$ cat config.mk
export PLATFORM = sky130hd
export DESIGN_NAME = fifo_op_sched
export DESIGN_NICKNAME = d
export VERILOG_FILES = /design/src/rtl/fifo_op_sched.sv
export SDC_FILE = /design/constraint.sdc
export NUM_CORES = 1
export LEC_CHECK = 0
export CORE_UTILIZATION = 35
export CTS_CLUSTER_SIZE = 24
export DETAILED_ROUTE_END_ITERATION = 10
export PLACE_DENSITY_LB_ADDON = 0.25
export SLEW_MARGIN = 20
export SYNTH_ARGS = -nofsm -noshare
export SYNTH_HDL_FRONTEND = slang
export SYNTH_SLANG_ARGS = --single-unit
$ cat constraint.sdc
create_clock -name clk100MHz -period 2.3 [get_ports clk100MHz]
set_input_delay 0.23 -clock clk100MHz [delete_from_list [all_inputs] [get_ports clk100MHz]]
set_output_delay 0.23 -clock clk100MHz [all_outputs]
set_load 0.02 [all_outputs]
$ cat src/rtl/fifo_op_sched.sv
// fifo_op_sched: turns push/pop button edges into paced, checked single-cycle FIFO strobes
module fifo_op_sched #(
  parameter int TICK_DIV = 400000000
) (
  input  logic       clk100MHz,
  input  logic       rst,
  input  logic       push_btn,
  input  logic       pop_btn,
  input  logic       step_mode,
  input  logic       fifo_full,
  input  logic       fifo_empty,
  input  logic       clear_err,
  output logic       fifo_wr_en,
  output logic       fifo_rd_en,
  output logic       tick,
  output logic       busy,
  output logic [1:0] last_op,
  output logic       err_overflow,
  output logic       err_underflow
);
  localparam int CW = $clog2(TICK_DIV);
  typedef enum logic [1:0] {IDLE, WAIT_TICK, ISSUE, SETTLE} state_t;
  state_t state, nxt;
  logic [CW-1:0] cnt;
  logic push_q, pop_q, push_pend, pop_pend, prio_pop;
  logic go, g_push, g_pop, rej_push, rej_pop;
  // next state, grant and rejection decided on the cycle that enters ISSUE
  always_comb begin
    nxt = state;
    case (state)
      IDLE:      if (push_pend | pop_pend) nxt = step_mode ? WAIT_TICK : ISSUE;
      WAIT_TICK: if (tick | ~step_mode) nxt = ISSUE;
      ISSUE:     nxt = SETTLE;
      default:   nxt = IDLE;
    endcase
    go       = (nxt == ISSUE);
    g_push   = go & push_pend & (~pop_pend | ~prio_pop);
    g_pop    = go & pop_pend & ~g_push;
    rej_push = g_push & fifo_full;
    rej_pop  = g_pop & fifo_empty;
  end
  // free-running step counter; tick registered so it is high while cnt is TICK_DIV-1
  always_ff @(posedge clk100MHz) begin
    if (rst) begin
      cnt  <= '0;
      tick <= 1'b0;
    end else begin
      cnt  <= (cnt == CW'(TICK_DIV - 1)) ? '0 : cnt + 1'b1;
      tick <= (cnt == CW'(TICK_DIV - 2));
    end
  end
  // edge capture into one-deep pends; a pend that is already set swallows new edges
  always_ff @(posedge clk100MHz) begin
    if (rst) begin
      push_q    <= 1'b0;
      pop_q     <= 1'b0;
      push_pend <= 1'b0;
      pop_pend  <= 1'b0;
    end else begin
      push_q    <= push_btn;
      pop_q     <= pop_btn;
      push_pend <= g_push ? 1'b0 : push_pend | (push_btn & ~push_q);
      pop_pend  <= g_pop ? 1'b0 : pop_pend | (pop_btn & ~pop_q);
    end
  end
  // state register
  always_ff @(posedge clk100MHz) begin
    if (rst) state <= IDLE;
    else     state <= nxt;
  end
  // registered strobes, status, sticky errors and round-robin priority (contested grants only)
  always_ff @(posedge clk100MHz) begin
    if (rst) begin
      fifo_wr_en    <= 1'b0;
      fifo_rd_en    <= 1'b0;
      busy          <= 1'b0;
      last_op       <= 2'b00;
      err_overflow  <= 1'b0;
      err_underflow <= 1'b0;
      prio_pop      <= 1'b0;
    end else begin
      fifo_wr_en    <= g_push & ~fifo_full;
      fifo_rd_en    <= g_pop & ~fifo_empty;
      busy          <= (nxt != IDLE);
      last_op       <= go ? ((rej_push | rej_pop) ? 2'b11 : g_push ? 2'b01 : 2'b10) : last_op;
      err_overflow  <= rej_push | (err_overflow & ~clear_err);
      err_underflow <= rej_pop | (err_underflow & ~clear_err);
      prio_pop      <= (push_pend & pop_pend & go) ? g_push : prio_pop;
    end
  end
endmodule
* After elaboration in Yosys (flattened, before gate mapping) *
Cells that the tools add are included.

storage, ports and cells
  register bits after elaboration = 44
  input port bits = 8
  output and inout bits = 8
  word-level logic and storage cells = 62

cells by class
  add/subtract/negate cells = 1
  eq/ne operators = 5
  multiplexer cells = 6
  bitwise gates (word level) = 31
  reductions and logical operators = 5

operators with widths
  cell                                                  number
  equality test 29 bit (second input constant)          2
  adder 29 x 1 -> 29 bit (second input constant)        1
  AND 1 bit                                             14
  2-to-1 mux 2 bit                                      5
  inverter 1 bit                                        9
  OR 1 bit                                              8
  case mux 2 bit (3 select lines)                       1
  OR reduction 2 bit                                    3
  equality test 2 bit (second input constant)           2
  equality test 2 x 1 -> 1 bit (second input constant)  1
  zero test 2 bit                                       1
  nonzero test 2 bit                                    1

* Longest topological paths before layout *
Gate-level depths: netlist (run 1).

  depth in word-level cells = 12
  mapped depth = 8

* Least setup slack after synthesis (run 1) *
No wires, ideal clock.

  path kind = reg-to-reg
  from = register cnt[15]
  to = register cnt[25]
  library setup time = 115 ps
  arrival time = 1644 ps
  slack = 542 ps
  stages on the path, launching flop included = 8
  clock period less this slack = 1758 ps
  cell sequence = dfxtp_1 > nand2_1 > or4b_4 > nor4_4 > a21o_1 > buf_6 > buf_12 > nor2_1

between the ends
  cells in the longest elaborated chain, start to end = 2

RTL lines
  element                                                                         line  source
  start: declaration                                                              24    logic [CW-1:0] cnt;
  start signal: assignment                                                        48    cnt <= (cnt == CW'(TICK_DIV - 1)) ? '0 : cnt + 1'b1;
  parallel branches: the longest is 2 deep, another holds adder 29 x 1 -> 29 bit  -

Several ways; the timed one is not identified.
A chain may end at the register's enable or synchronous reset.

* Worst setup path in the final report (run 1) *
  from = register cnt[0]
  to = register cnt[28]

Same word-level chain as after synthesis.

==> results of run 1 <==
[cells in the mapped netlist (all sizes together)]
cell      n
o21ai     2
a311oi    1
nor3     10
and3      2
or3       5
and4b     1
nor2     41
ha        2
xnor2     7
and4      1
nand4     7
nor4b     1
nand4b    1
dfxtp    44
a2bb2oi   1
a211o     1
buf       4
a21oi    12
a211oi    1
a31o      1
nor4      5
a21o      3
o31ai     2
a41oi     1
nand2    26
a21boi    1
nor2b     4
nor4bb    2
clkbuf    3
nand2b    5
inv       8
o21bai    1
nor3b     1
or4b      1
a31oi     5
nand3    14
xor2     14
[worst max-delay path, stage by stage (launching register included)]
cell and delay (ns):
dfxtp_1 0.43, ha_1 0.30, nand3_1 0.10, nor4_1 0.44, nand4_1 0.18, or3_1 0.32
a21oi_1 0.14
[cell type report]
type	instances	area, um2	share of cell area
multi-input cells	182	1070	0.454
flip-flops and latches	44	881	0.373
repair buffers	21	195	0.0826
well taps	72	90.1	0.0381
clock buffers	6	82.6	0.0350
inverters	8	30.0	0.0127
clock inverters	2	10.0	0.00424
[power groups by stage]
stage               Combinational, uW  Clock, uW  Sequential [uW]
floorplan                        72.4          0              837
global placement                  124          0              831
detailed placement                126          0              831
CTS                               126        514              813
global route                      141        555              819
finish                            125        496              814
[cell families (layout without fill, tap and decap cells)]
family	after synthesis	count (layout)	synth area share
AO/OA/AOI/OAI	32	32	0.101
XOR/XNOR	21	21	0.0904
adder cells (fa/ha/maj)	2	2	0.0123
buffers and inverters	15	37	0.0399
flip-flops	44	44	0.433
AND/OR/NAND/NOR	127	127	0.323
[stage by stage]
step                      utilization  setup WS [ns]  power, uW  area, um2
after detailed placement        0.410          0.360        957       2270
after global placement          0.410          0.371        955       2270
final                           0.426          0.314       1430       2360
after floorplan                     -          0.542        910       2040
after CTS                       0.426          0.344       1450       2360
after global routing            0.426          0.149       1510       2360
[layer usage]
layer / track usage / vias up / wire [um]
met5: 0 / - / 0
met4: 0.0778 / 0 / 78
met3: 0.0372 / 6 / 171
met2: 0.230 / 30 / 1800
met1: 0.205 / 773 / 2070
li1: - / 879 / -
[final timing paths]
kind                     end  slack [ns]  cells past startpoint
setup / recovery     cnt[28]        0.31                      6
hold / removal    last_op[0]        0.50                      2
setup reg to reg     cnt[28]        0.31                      6
hold reg to reg   last_op[0]        0.50                      2
==> impl_metrics.csv, run 1 <==
group,metric,value,unit
run_status,status,"finished clean",
yosys,synth-seq-cells,44,
global_route,track_usage,0.154,
finish,top_register,"cnt",
pwr,ir_drop,0.332,mV
finish,final_common_cell,"dfxtp_1",
detailed_routing,vias,1688,
die,coreArea,5540,um2
place,place.gp.congestion,0.837,
yosys,yosysWarnings,0,
critical_path,worstSetupPathType,"reg2reg",
place,io_buffers,15,
clock_tree,holdBufCountCts,0,
global_route,grt_max_degree,18,
yosys,synthCells,241,
yosys,synth_top_area_frac,0.433,
clock_tree,path_clk_slew,0.08,ns
clock_tree,clock_latency,0.29,ns
global_route,grt_pass1_vias,1570,
global_route,globalRouteOverflowTotal,0,
critical_path,crit_path_start,"cnt[0]",
critical_path,r2r-start,"cnt[0]",
die,num_io_pins,16,
detailed_routing,wl,4110,um
pwr,power_density,607,nW/um2
yosys,synth_nets,251,
yosys,synthTopCellsByArea,"dfxtp_1, nor2_1, xor2_1",
clock_tree,cts-root-buf,"clkbuf_8",
finish,drive_above_1_share,0.0875,
timing,worst_hold_slack,0.505,ns
detailed_routing,final_antenna_net_count,0,
worst_hold_path,hp-start,"last_op[0]",
timing,period_share,0.863,
die,rows,27,
pwr,pwr-share-clk,0.346,
finish,final_cell_mix,"dfxtp_1, nor2_1, nand2_1",
pwr,intPower,1090,uW
pwr,p_switching,346,uW
yosys,syn_area,2040,um2
timing,fin_setup_tns,0,ns
timing,setup_viol,0,
critical_path,critPathMaxFanout,6,
yosys,synth_cell_types,45,
finish,areaGrowthSynthToFinish,16.0,%
detailed_routing,dr.pass1.iters,4,
place,dp.cells,327,
timing,final-max-slew-violation-count,0,
worst_hold_path,min_path_type,"reg2reg",
clock_tree,post_cts_buffers,0,
finish,top_regs,"cnt: 29 flops, last_op: 2 flops, state: 2 flops",
detailed_routing,routedWlPerCell,12.3,um
die,initial_core_util,0.367,
timing,fmax,0.504,GHz
finish,nets,272,
critical_path,cp.arrival,2.21,ns
place,dp_hpwl,2970,um
global_route,antenna_found_initial,0,
clock_tree,cts.sinks,44,
yosys,yosysTopAreaCell,"dfxtp_1",
timing,period_needed,1.99,ns
pwr,sw_frac_of_total,0.241,
die,die_y,78.3,um
clock_tree,cts_inserted_buffers,5,
clock_tree,post_cts_resized,0,
clock_tree,ctsLongestPathBuffers,2,
detailed_routing,drt-vias-per-instance,5.04,
pwr,pwr-share-seq,0.567,
timing,worst_pin_slew,0.561,ns
timing,fin_worst_skew,0.00412,ns
clock_tree,htree_levels,2,
global_route,grt_pass1_wl,7360,um
critical_path,critical_path_required,2.53,ns
critical_path,cp-start-kind,"register",
finish,fillers,569,
timing,maxSlewHeadroom,0.623,
die,die_area,6130,um2
finish,largest_reg_flops,29,
clock_tree,cts_tree,"built",
yosys,syn_area_per_cell,8.45,um2
finish,num_antenna_cells,0,
yosys,seq_area_frac_synth,0.433,
timing,rsz0062_at_grt,"no",
timing,hold_viol_final,0,
detailed_routing,post-route-drc-count,0,
detailed_routing,drt_iter0_drc,75,
die,die_x,78.3,um
pwr,power_frac_comb,0.087,
job,cap_violations,0,
critical_path,crit_path_end_kind,"register",
finish,instances_no_fill,335,
pwr,leakagePower,0.000834,uW
(Power assumes the default switching activity.)
==> run 2: changes to the inputs <==
--- a/config.mk
+++ b/config.mk
@@ -5,7 +5,7 @@
 export SDC_FILE = /design/constraint.sdc
 export NUM_CORES = 1
 export LEC_CHECK = 0
-export CORE_UTILIZATION = 35
+export CORE_UTILIZATION = 32
 export CTS_CLUSTER_SIZE = 24
 export DETAILED_ROUTE_END_ITERATION = 10
 export PLACE_DENSITY_LB_ADDON = 0.25
==> impl_metrics.csv, run 2 (synthesis results as in run 1) <==
group,metric,value,unit
detailed_routing,routedWlPerCell,12.9,um
die,die_y,81.8,um
job,cap_violations,0,
die,initial_core_util,0.338,
place,dp.cells,332,
timing,maxSlewHeadroom,0.623,
clock_tree,post_cts_resized,0,
critical_path,worstSetupPathType,"reg2reg",
die,die_x,81.8,um
finish,areaGrowthSynthToFinish,16.8,%
pwr,leakagePower,0.000839,uW
global_route,top_usage_layer,"met2",
global_route,antenna_found_initial,0,
global_route,grt_pass1_wl,7510,um
clock_tree,cts-root-buf,"clkbuf_8",
finish,postLayoutCoreUtil,0.395,
clock_tree,path_clk_slew,0.08,ns
global_route,track_usage,0.146,
clock_tree,holdBufCountCts,0,
timing,fmax,0.527,GHz
critical_path,ff2ff_path_depth,6,
finish,seq_area,881,um2
die,num_io_pins,16,
detailed_routing,post-route-drc-count,0,
timing,hold_viol_final,0,
pwr,ir_drop,0.399,mV
timing,worst_pin_slew,0.562,ns
finish,top_register,"cnt",
die,die_area,6680,um2
worst_hold_path,hold-path-endpoint,"last_op[1]",
detailed_routing,drt_iter0_drc,48,
pwr,power_density,605,nW/um2
finish,multi_input_area,1070,um2
clock_tree,cts.sinks,44,
critical_path,critical_path_required,2.49,ns
detailed_routing,drt-vias-per-instance,4.95,
detailed_routing,wl,4380,um
finish,final_common_cell,"dfxtp_1",
global_route,grt_use_met2,0.239,
worst_hold_path,hold_path_depth,2,
worst_hold_path,hp-start,"last_op[1]",
global_route,gr-usage-met1,0.187,
clock_tree,ctsLongestPathBuffers,2,
clock_tree,cts_tree,"built",
timing,period_needed,1.90,ns
timing,setup_viol,0,
critical_path,r2r-end,"cnt[27]",
clock_tree,post_cts_buffers,0,
finish,num_antenna_cells,0,
run_status,status,"finished clean",
timing,final-max-slew-violation-count,0,
critical_path,cp-start-kind,"register",
global_route,grt_util_met3,0.0389,
die,rows,28,
place,io_buffers,15,
timing,worst_hold_slack,0.493,ns
clock_tree,cts_inserted_buffers,5,
timing,fin_worst_skew,0.00355,ns
finish,final_cell_mix,"dfxtp_1, nor2_1, nand2_1",
finish,instances_no_fill,340,
global_route,grt_max_degree,15,
finish,nets,274,
detailed_routing,dr.pass1.iters,4,
timing,period_share,0.826,
timing,rsz0062_at_grt,"no",
critical_path,r2r_slack,0.40,ns
critical_path,crit_path_end_kind,"register",
place,place.gp.congestion,0.845,
detailed_routing,final_antenna_net_count,0,
die,coreArea,6030,um2
critical_path,cp.arrival,2.09,ns
clock_tree,htree_levels,2,
critical_path,critPathMaxFanout,11,
finish,top_regs,"cnt: 29 flops, last_op: 2 flops, state: 2 flops",
critical_path,r2r-start,"cnt[15]",
worst_hold_path,min_path_type,"reg2reg",
place,dp_hpwl,3270,um
global_route,globalRouteOverflowTotal,0,
timing,fin_setup_tns,0,ns
global_route,grt_pass1_vias,1665,
clock_tree,clock_latency,0.29,ns
finish,largest_reg_flops,29,
detailed_routing,vias,1684,
finish,fillers,629,
finish,drive_above_1_share,0.0868,
-- run 2: cell count changes in the layout (fill, tap and decap cells not counted) --
| cell | delta |
|---|---|
| buf_4 | +2 |
| clkbuf_1 | +2 |
| clkinv_2 | -2 |
-- run 2: how the worst max path moves through the flow --
stage	startpoint	end	slack [ns]	depth (start not counted)
2_1_floorplan	cnt[15]	cnt[25]	0.54	7
3_3_place_gp	cnt[0]	cnt[10]	0.47	6
3_5_place_dp	cnt[15]	cnt[26]	0.42	6
4_1_cts	cnt[15]	cnt[27]	0.40	6
5_1_grt	cnt[15]	cnt[25]	0.28	6
6_report	cnt[15]	cnt[27]	0.40	6
-- run 2: cell type report --
| type | instances | area share |
|---|---|---|
| multi-input cells | 182 | 0.451 |
| inverters | 8 | 0.0126 |
| flip-flops and latches | 44 | 0.370 |
| repair buffers | 23 | 0.0884 |
| well taps | 75 | 0.0395 |
| clock buffers | 8 | 0.0379 |
-- run 2: worst max-delay path: stages, from the launching register on --
cell and delay (ns):
dfxtp_1 0.42, nand2_1 0.10, or4b_4 0.56, nor4_4 0.30, a21o_1 0.19, buf_4 0.17
nor2_1 0.06
-- run 2: routing by layer --
metal,up-vias,share of wire
met3,5,0.059
li1,881,-
met2,35,0.44
met1,763,0.49
met5,-,0
met4,0,0.0071
-- run 2: power by group --
part	switching, uW	internal [uW]
sequential	24.9	788
clock	255	245
combinational	64.7	61.8
-- run 2: metrics by stage --
stage	worst slack [ns]	power [uW]	instance area, um2
finish	0.401	1440	2380
global route	0.283	1510	2380
CTS	0.397	1450	2380
detailed placement	0.420	959	2290
global placement	0.471	958	2290
floorplan	0.542	910	2040
==> run 3: changes to the inputs <==
==> constraint.sdc (replaced) <==
create_clock -name clk100MHz -period 2 [get_ports clk100MHz]
set_input_delay 0.2 -clock clk100MHz [delete_from_list [all_inputs] [get_ports clk100MHz]]
set_output_delay 0.2 -clock clk100MHz [all_outputs]
set_load 0.02 [all_outputs]
==> impl_metrics.csv, run 3 (synthesis results as in run 1) <==
group,metric,value,unit
pwr,ir_drop,0.490,mV
detailed_routing,drt_iter0_drc,43,
clock_tree,path_clk_slew,0.08,ns
global_route,globalRouteOverflowTotal,0,
critical_path,r2r_slack,0.22,ns
clock_tree,htree_levels,2,
detailed_routing,wl_met1,2020,um
timing,fin_worst_skew,0.00442,ns
critical_path,critical_path_required,2.23,ns
clock_tree,post_cts_buffers,0,
timing,maxSlewHeadroom,0.630,
critical_path,critical_path.cell_chain,"ha_2, nand3_1, nor4_1, buf_4, nand4_1, or3_1, a21oi_1",
place,io_buffers,15,
clock_tree,cts.sinks,44,
pwr,leakagePower,0.000880,uW
finish,top_regs,"cnt: 29 flops, last_op: 2 flops, state: 2 flops",
finish,final_cell_mix,"dfxtp_1, nor2_1, nand2_1",
clock_tree,cts-root-buf,"clkbuf_8",
die,initial_core_util,0.338,
detailed_routing,top_layer_used,"met4",
place,dp_hpwl,3190,um
timing,period_share,0.891,
pwr,pwr-share-seq,0.503,
detailed_routing,dr.pass1.iters,4,
global_route,antenna_found_initial,0,
detailed_routing,post-route-drc-count,0,
timing,hold_viol_final,0,
global_route,grt_pass1_wl,7330,um
critical_path,cp_top_family,"simple AND/OR/NAND/NOR gates",
detailed_routing,drt-vias-per-instance,5.03,
pwr,sw_frac_of_total,0.210,
critical_path,ff2ff_path_depth,7,
die,die_x,81.8,um
finish,largest_reg_flops,29,
die,coreArea,6030,um2
finish,num_antenna_cells,0,
detailed_routing,wl,4290,um
detailed_routing,final_antenna_net_count,0,
die,die_area,6680,um2
critical_path,critPathMaxFanout,6,
timing,period_needed,1.78,ns
pwr,p_switching,390,uW
timing,worst_pin_slew,0.550,ns
run_status,status,"finished clean",
finish,fillers,635,
worst_hold_path,hold-path-endpoint,"push_q",
critical_path,critical_path.slowest_cell,"dfxtp_1",
finish,nets,279,
timing,final-max-slew-violation-count,0,
worst_hold_path,hp-start,"push_btn",
pwr,intPower,1470,uW
detailed_routing,routedWlPerCell,12.5,um
pwr,power_density,757,nW/um2
critical_path,crit_path_end_kind,"register",
place,preCtsSetupSlack,0.170,ns
job,cap_violations,0,
finish,drive_above_1_share,0.112,
global_route,grt_pass1_vias,1624,
die,num_io_pins,16,
timing,rsz0062_at_grt,"no",
place,dp.cells,337,
timing,fin_setup_tns,0,ns
die,rows,28,
global_route,grt_max_degree,16,
critical_path,r2r-start,"cnt[0]",
critical_path,cp.arrival,2.01,ns
critical_path,cpPeakStageDelay,0.42,ns
clock_tree,ctsLongestPathBuffers,2,
timing,fmax,0.561,GHz
place,place.gp.congestion,0.775,
critical_path,r2r-end,"cnt[28]",
clock_tree,clock_latency,0.29,ns
global_route,track_usage,0.142,
timing,setup_viol,0,
worst_hold_path,hold_path_depth,2,
finish,top_register,"cnt",
clock_tree,cts_inserted_buffers,5,
critical_path,critPathBufInv,1,
pwr,power_frac_comb,0.078,
detailed_routing,met3_length,247,um
worst_hold_path,min_path_type,"in2reg",
die,die_y,81.8,um
detailed_routing,wl_met2,2000,um
finish,instances_no_fill,344,
finish,final_common_cell,"dfxtp_1",
critical_path,cp-start-kind,"register",
clock_tree,cts_tree,"built",
critical_path,worstSetupPathType,"reg2reg",
timing,worst_slack,0.218,ns
finish,areaGrowthSynthToFinish,20.7,%
detailed_routing,vias,1732,
pwr,pwr-share-clk,0.419,
## run 3: cell types whose count changed in the layout (fill, tap and decap cells not counted)
cell	before	now
ha_2	0	1
buf_4	8	13
clkbuf_1	2	0
ha_1	2	1
clkbuf_8	6	5
bufinv_16	0	2
## run 3: how the worst max path moves through the flow
stage              end  depth (start not counted)  slack (ns)  startpoint
2_1_floorplan  cnt[25]                          7        0.24     cnt[15]
3_3_place_gp   cnt[10]                          6        0.14      cnt[0]
3_5_place_dp   cnt[10]                          6        0.17      cnt[0]
4_1_cts        cnt[15]                          7        0.16      cnt[0]
5_1_grt        cnt[28]                          7        0.05      cnt[0]
6_report       cnt[28]                          7        0.22      cnt[0]
## run 3: final cells by class
type | instances | area [um2] | share of cell area
Clock inverter | 2 | 60.1 | 0.0244
Sequential cell | 44 | 881 | 0.358
Clock buffer | 5 | 68.8 | 0.0280
Tap cell | 75 | 93.8 | 0.0382
Timing Repair Buffer | 28 | 248 | 0.101
Inverter | 8 | 30.0 | 0.0122
Multi-Input combinational cell | 182 | 1080 | 0.438
## run 3: layer usage
metal | track usage | up-vias
li1 | - | 892
met1 | 0.176 | 793
met2 | 0.242 | 43
met3 | 0.0356 | 4
met4 | 0.0439 | 0
met5 | 0 | -
## run 3: worst register-to-register path, delay by kind of cell (launching register included)
kind / cells / cell delay (ns)
AO/OA/AOI/OAI: 1 / 0.14
AND/OR/NAND/NOR: 4 / 0.72
adder cells (fa/ha/maj): 1 / 0.27
flip-flops: 1 / 0.42
buffers and inverters: 1 / 0.19
## run 3: what timing repair did
item / in CTS / in global routing
endpoints found under the setup margin: 0 / 1
hold buffers: 0 / 0
gates resized for setup: 0 / 1
## run 3: power groups by stage
stage	Sequential, uW	Clock, uW	Combinational [uW]
final	935	779	145
after global routing	941	839	165
after CTS	935	806	148
after detailed placement	956	0	147
after global placement	956	0	145
after floorplan	963	0	83.3
## run 3: metrics by stage
stage | instance area [um2] | power, uW | utilization | hold slack, ns
after global placement | 2330 | 1100 | 0.386 | 0.480
after CTS | 2450 | 1890 | 0.407 | 0.484
after global routing | 2460 | 1940 | 0.408 | 0.494
after detailed placement | 2330 | 1100 | 0.386 | 0.487
after floorplan | 2040 | 1050 | - | 0.276
final | 2460 | 1860 | 0.408 | 0.494
